<file path="src/rtl/fetch_pkg.sv">
// Shared widths and the queue entry type for the instruction fetch front end.
package fetch_pkg;
    localparam int PC_W    = 64;
    localparam int INSTR_W = 32;
    localparam logic [INSTR_W-1:0] INSTR_NOP = 32'h0000_0013;

    typedef struct packed {
        logic [PC_W-1:0]    pc;
        logic [INSTR_W-1:0] instr;
    } fetch_entry_t;
endpackage

</file>
<file path="src/rtl/fetch_fifo.sv">
// Show-ahead FIFO of fetch entries: head is visible combinationally, flush empties it in one cycle.
module fetch_fifo
    import fetch_pkg::*;
#(
    parameter int DEPTH = 4,
    parameter int CNT_W = $clog2(DEPTH + 1)
) (
    input  logic               clk,
    input  logic               rst_ni,
    input  logic               flush_i,
    input  logic               push_i,
    input  fetch_entry_t       data_i,
    input  logic               pop_i,
    output fetch_entry_t       head_o,
    output logic [CNT_W-1:0]   count_o
);
    localparam int PTR_W = (DEPTH > 1) ? $clog2(DEPTH) : 1;

    fetch_entry_t     mem_q [DEPTH];
    logic [PTR_W-1:0] wr_ptr_q, wr_ptr_d, rd_ptr_q, rd_ptr_d;
    logic [CNT_W-1:0] count_q, count_d;
    logic             do_push, do_pop;

    // Explicit wrap keeps non-power-of-two depths correct.
    function automatic logic [PTR_W-1:0] ptr_inc(input logic [PTR_W-1:0] p);
        return (p == PTR_W'(DEPTH - 1)) ? '0 : p + PTR_W'(1);
    endfunction

    assign do_push = push_i & ~flush_i;
    assign do_pop  = pop_i & ~flush_i & (count_q != '0);

    always_comb begin
        wr_ptr_d = wr_ptr_q;
        rd_ptr_d = rd_ptr_q;
        count_d  = count_q;
        if (flush_i) begin
            wr_ptr_d = '0;
            rd_ptr_d = '0;
            count_d  = '0;
        end else begin
            if (do_push) wr_ptr_d = ptr_inc(wr_ptr_q);
            if (do_pop)  rd_ptr_d = ptr_inc(rd_ptr_q);
            count_d = count_q + CNT_W'(do_push) - CNT_W'(do_pop);
        end
    end

    always_ff @(posedge clk) begin
        if (!rst_ni) begin
            wr_ptr_q <= '0;
            rd_ptr_q <= '0;
            count_q  <= '0;
        end else begin
            wr_ptr_q <= wr_ptr_d;
            rd_ptr_q <= rd_ptr_d;
            count_q  <= count_d;
        end
    end

    always_ff @(posedge clk) begin
        if (do_push) mem_q[wr_ptr_q] <= data_i;
    end

    // Space is reserved at issue time, so a push into a full queue is a logic error upstream.
    always_ff @(posedge clk) begin
        if (rst_ni && do_push) assert (count_q != CNT_W'(DEPTH));
    end

    assign head_o  = mem_q[rd_ptr_q];
    assign count_o = count_q;
endmodule

</file>
<file path="src/rtl/fetch_unit.sv">
// Fetch front end: in-order imem requests, show-ahead {pc,instr} queue, branch redirect flush.
// Define FETCH_PERF_EN to add saturating perf_fetched / perf_discarded counter outputs.
module fetch_unit
    import fetch_pkg::*;
#(
    parameter int              DEPTH    = 4,
    parameter int              MAX_OUTS = 2,
    parameter logic [PC_W-1:0] RESET_PC = 64'h0
) (
    input  logic               clk,
    input  logic               reset,
    input  logic               redirect,
    input  logic [PC_W-1:0]    redirect_pc,
    output logic               imem_req,
    output logic [PC_W-1:0]    imem_addr,
    input  logic               imem_gnt,
    input  logic               imem_rvalid,
    input  logic [INSTR_W-1:0] imem_rdata,
    output logic               if_valid,
    input  logic               if_ready,
    output logic [PC_W-1:0]    if_pc,
    output logic [INSTR_W-1:0] if_instr
`ifdef FETCH_PERF_EN
    ,
    output logic [31:0]        perf_fetched,
    output logic [31:0]        perf_discarded
`endif
);
    localparam int CNT_W = $clog2(DEPTH + 1);

    logic [PC_W-1:0]  fetch_pc_q, fetch_pc_d, resp_pc_q, resp_pc_d;
    logic [CNT_W-1:0] pending_q, pending_d, discard_q, discard_d, count;
    logic [CNT_W:0]   reserved;
    logic             issue, rsp, push, pop, drop;
    fetch_entry_t     head, push_entry;

    // Queued plus outstanding never exceeds DEPTH, so every response has a slot waiting.
    assign reserved   = {1'b0, count} + {1'b0, pending_q};
    assign imem_req   = reset & ~redirect & (reserved < (CNT_W + 1)'(DEPTH))
                      & (pending_q < CNT_W'(MAX_OUTS));
    assign imem_addr  = fetch_pc_q;
    assign issue      = imem_req & imem_gnt;
    assign rsp        = reset & imem_rvalid & (pending_q != '0);
    assign drop       = rsp & (redirect | (discard_q != '0));
    assign push       = rsp & ~drop;
    assign pop        = if_valid & if_ready & ~redirect;
    assign push_entry = '{pc: resp_pc_q, instr: imem_rdata};

    always_comb begin
        fetch_pc_d = fetch_pc_q;
        resp_pc_d  = resp_pc_q;
        pending_d  = pending_q + CNT_W'(issue) - CNT_W'(rsp);
        discard_d  = discard_q;
        if (redirect) begin
            fetch_pc_d = redirect_pc;
            resp_pc_d  = redirect_pc;
            discard_d  = pending_q - CNT_W'(rsp);
        end else begin
            if (issue) fetch_pc_d = fetch_pc_q + PC_W'(4);
            if (push)  resp_pc_d  = resp_pc_q + PC_W'(4);
            if (drop)  discard_d  = discard_q - CNT_W'(1);
        end
    end

    always_ff @(posedge clk) begin
        if (!reset) begin
            fetch_pc_q <= RESET_PC;
            resp_pc_q  <= RESET_PC;
            pending_q  <= '0;
            discard_q  <= '0;
        end else begin
            fetch_pc_q <= fetch_pc_d;
            resp_pc_q  <= resp_pc_d;
            pending_q  <= pending_d;
            discard_q  <= discard_d;
        end
    end

    // A response with nothing outstanding is a memory protocol violation.
    always_ff @(posedge clk) begin
        if (reset && imem_rvalid) assert (pending_q != '0);
    end

    fetch_fifo #(
        .DEPTH (DEPTH),
        .CNT_W (CNT_W)
    ) u_fifo (
        .clk     (clk),
        .rst_ni  (reset),
        .flush_i (redirect),
        .push_i  (push),
        .data_i  (push_entry),
        .pop_i   (pop),
        .head_o  (head),
        .count_o (count)
    );

    assign if_valid = (count != '0);
    assign if_pc    = if_valid ? head.pc    : '0;
    assign if_instr = if_valid ? head.instr : '0;

`ifdef FETCH_PERF_EN
    logic [31:0] perf_fetched_q, perf_discarded_q;

    always_ff @(posedge clk) begin
        if (!reset) begin
            perf_fetched_q   <= '0;
            perf_discarded_q <= '0;
        end else begin
            if (push && perf_fetched_q != '1)   perf_fetched_q   <= perf_fetched_q + 32'd1;
            if (drop && perf_discarded_q != '1) perf_discarded_q <= perf_discarded_q + 32'd1;
        end
    end

    assign perf_fetched   = perf_fetched_q;
    assign perf_discarded = perf_discarded_q;
`else
    logic unused_drop;
    assign unused_drop = drop;
`endif
endmodule

</file>
<file path="config.mk">
export PLATFORM = sky130hd
export DESIGN_NAME = fetch_unit
export DESIGN_NICKNAME = d
export VERILOG_FILES = /design/src/rtl/fetch_pkg.sv /design/src/rtl/fetch_fifo.sv /design/src/rtl/fetch_unit.sv
export SDC_FILE = /design/constraint.sdc
export NUM_CORES = 1
export LEC_CHECK = 0
export CORE_UTILIZATION = 45
export DETAILED_ROUTE_END_ITERATION = 16
export GPL_ROUTABILITY_DRIVEN = 0
export PLACE_DENSITY = 0.67
export SETUP_SLACK_MARGIN = 0.3
export SYNTH_ARGS = -nofsm -noshare
export SYNTH_HDL_FRONTEND = slang
export SYNTH_SLANG_ARGS = --single-unit
export TNS_END_PERCENT = 30
</file>
<file path="constraint.sdc">
create_clock -name clk -period 5.9 [get_ports clk]
set_input_delay 0.885 -clock clk [delete_from_list [all_inputs] [get_ports clk]]
set_output_delay 0.885 -clock clk [all_outputs]
set_load 0.1 [all_outputs]
</file>
==> impl_metrics.env <==
export IMPL_status="complete, no violations"
export IMPL_postCtsResizedCells=0
export IMPL_crit_arrival_ns=3.54
export IMPL_htree_num_levels=2
export IMPL_grt_pass1_vias=13583
export IMPL_max_stage_delay_ns=0.96
export IMPL_viasPerCell=5.72
export IMPL_cts_root_buf="clkbuf_16"
export IMPL_synth_ff_latch_count=527
export IMPL_end_kind="output pin"
export IMPL_grt_util_all_layers=0.221
export IMPL_cts_sinks=527
export IMPL_netlist_area_mm2=0.0221
export IMPL_cap_violations=0
export IMPL_relSlewSlack=0.263
export IMPL_rr_worst_depth=10
export IMPL_die_y_um=224
export IMPL_routed_wl_mm=55.2
export IMPL_synth_edf_count=384
export IMPL_synth_flop_cell="edfxtp_1"
export IMPL_synth_net_count=1652
export IMPL_clk_path_buf_depth=3
export IMPL_hold_viol=0
export IMPL_wl_per_cell_um=22.5
export IMPL_dieArea_mm2=0.0500
export IMPL_syn_area_per_cell_um2=14.4
export IMPL_drc=0
export IMPL_path_delay_family="buffers and inverters"
export IMPL_gr_total_overflow=0
export IMPL_synth_seq_area_share=0.652
export IMPL_crit_path_start_kind="flop"
export IMPL_rows=80
export IMPL_drv_slew=0
export IMPL_grt_pass1_wl_mm=83.2
export IMPL_tns_ns=0
export IMPL_antenna_found_initial=3
export IMPL_hp_class="reg -> reg"
export IMPL_synthArstFlopShare=0
export IMPL_required_ns=5.02
export IMPL_rrSetupSlack_ns=2.72
export IMPL_path_depth=4
export IMPL_clkLatencyLatePin_ns=0.59
export IMPL_setup_viol=0
export IMPL_path_class="reg -> out"
export IMPL_ys_warn_count=0
export IMPL_clock_fmax_mhz=226
export IMPL_syn_to_final_growth_pct=22.7
export IMPL_dr_pass1_iters=5
export IMPL_antennaDiodeCount=0
export IMPL_layout_common_cells="edfxtp_1, clkdlybuf4s50_1, dfxtp_1"
export IMPL_clk_pin_slew_ns=0.06
export IMPL_hold_buffers=0
export IMPL_crit_fanout=26
export IMPL_cp_cell_sequence="buf_4 > mux4_2 > and2_1 > clkdlybuf4s50_1"
export IMPL_power_density_mw_per_mm2=308
export IMPL_postLayoutCoreUtil=0.564
export IMPL_rsz0062_at_grt="no"
export IMPL_core_area_mm2=0.0480
export IMPL_io_pins=264
export IMPL_portBuffers=263
export IMPL_hpwl_mm=37.1
export IMPL_hold_ws_ns=0.476
export IMPL_seqCellArea_mm2=0.0144
export IMPL_finalClockSkew_ns=0.0215
export IMPL_cts_buffers=52
export IMPL_initial_utilization=0.460
export IMPL_multiInputGateArea_mm2=0.00731
export IMPL_peakVddDrop_mv=0.222
export IMPL_final_common_cell="edfxtp_1"
export IMPL_die_w_um=224
export IMPL_min_period_over_period=0.750
export IMPL_nets=1915
export IMPL_synth_cell_types=56
export IMPL_period_needed_ns=4.42
export IMPL_post_cts_setup_buffer_count=0
export IMPL_fillers=3894
export IMPL_min_path_cells=2
export IMPL_drt_iter0_markers=1030
export IMPL_grt_max_degree=97
export IMPL_detail_route_antenna_nets=0
export IMPL_cpMaxStageDelayCell="clkdlybuf4s50_1"
export IMPL_tightest_slew_ns=1.10
export IMPL_syn_inst=1530
export IMPL_dr_total_vias=14010
export IMPL_cts_tree="built"
export IMPL_p_leak_nw=8.66
export IMPL_drive_above_1_share=0.127
export IMPL_worst_path_buf_inv=2
## kinds of logic after synthesis
logic type / Yosys count / share of synthesized area
flip-flops: 527 / 0.652
AND/OR/NAND/NOR: 457 / 0.121
AO/OA/AOI/OAI: 209 / 0.0507
XOR/XNOR: 112 / 0.0444
multiplexers: 103 / 0.101
buffers and inverters: 102 / 0.0183
adder cells (fa/ha/maj): 20 / 0.0120
## per-stage QoR
step | cells | setup WS (ns) | area (um^2) | power [mW]
global placement | 2354 | 1.96 | 25400 | 5.18
global route | 2450 | 1.25 | 27100 | 8.61
detailed placement | 2354 | 1.93 | 25400 | 5.20
finish | 2450 | 1.48 | 27100 | 8.35
floorplan | 1530 | 1.77 | 22100 | 4.87
CTS | 2450 | 1.36 | 27100 | 8.42
## Yosys cell counts (7+ instances only)
master    count  area [um^2]
xnor2_1      62          543
ha_1         18          225
inv_1        24         90.1
or3_1        11         68.8
a31oi_1       9         56.3
clkbuf_1     56          210
and3_1       33          206
and2_1      105          657
o21ai_0      63          315
edfxtp_1    384        11500
buf_2         8         40.0
nand2_1      82          308
buf_1        10         37.5
dfxtp_1     143         2860
nand4_1      48          300
and4_1       10         87.6
xor2_1       50          438
nor2_1       37          139
a21oi_1     116          581
nand3_1      49          245
nor3_1       28          140
nor4_1       18          113
o22ai_1       7         43.8
mux4_2       96         2160
## where the power goes
part / total (mW) / internal, mW / switching (mW)
Clock: 3.23 / 1.84 / 1.38
Sequential: 4.23 / 4.09 / 0.138
Combinational: 0.899 / 0.285 / 0.614
Total: 8.35 / 6.21 / 2.14
## state kept, by name, summed over array words and instances (netlist names), named ones only
| name | cells |
|---|---|
| u_fifo.count_o | 3 |
| u_fifo.wr_ptr_q | 2 |
| u_fifo.rd_ptr_q | 2 |
| pending_q | 3 |
| resp_pc_q | 64 |
| u_fifo.mem_q | 384 |
| imem_addr | 64 |
| discard_q | 3 |
## final cells by class
cell class | instances | share of cell area
Tap cell | 615 | 0.0284
Clock inverter | 24 | 0.00845
Sequential cell | 527 | 0.531
Clock buffer | 72 | 0.0530
Timing Repair Buffer | 285 | 0.105
Inverter | 26 | 0.00369
Multi-Input combinational cell | 901 | 0.270
## tightest hold or removal path, delay by kind of cell (launching register included)
family,cells,cell delay (ns)
flip-flops,1,0.32
AND/OR/NAND/NOR,1,0.05
AO/OA/AOI/OAI,1,0.05
## final timing paths
path	from	end
worst max-delay path	flop	if_pc[47]
worst min-delay path	imem_addr[1]	imem_addr[1]
worst max register to register	pending_q[2]	u_fifo.count_o[2]
worst min register to register	imem_addr[1]	imem_addr[1]
## metal layers
metal	track usage	vias up	wire length, um
met5	0	-	12
met4	0.0552	2	1140
met3	0.0432	70	3960
met2	0.347	549	25700
met1	0.316	6997	24400
li1	-	6392	-
Note: power is estimated with default switching activity, not from simulation.
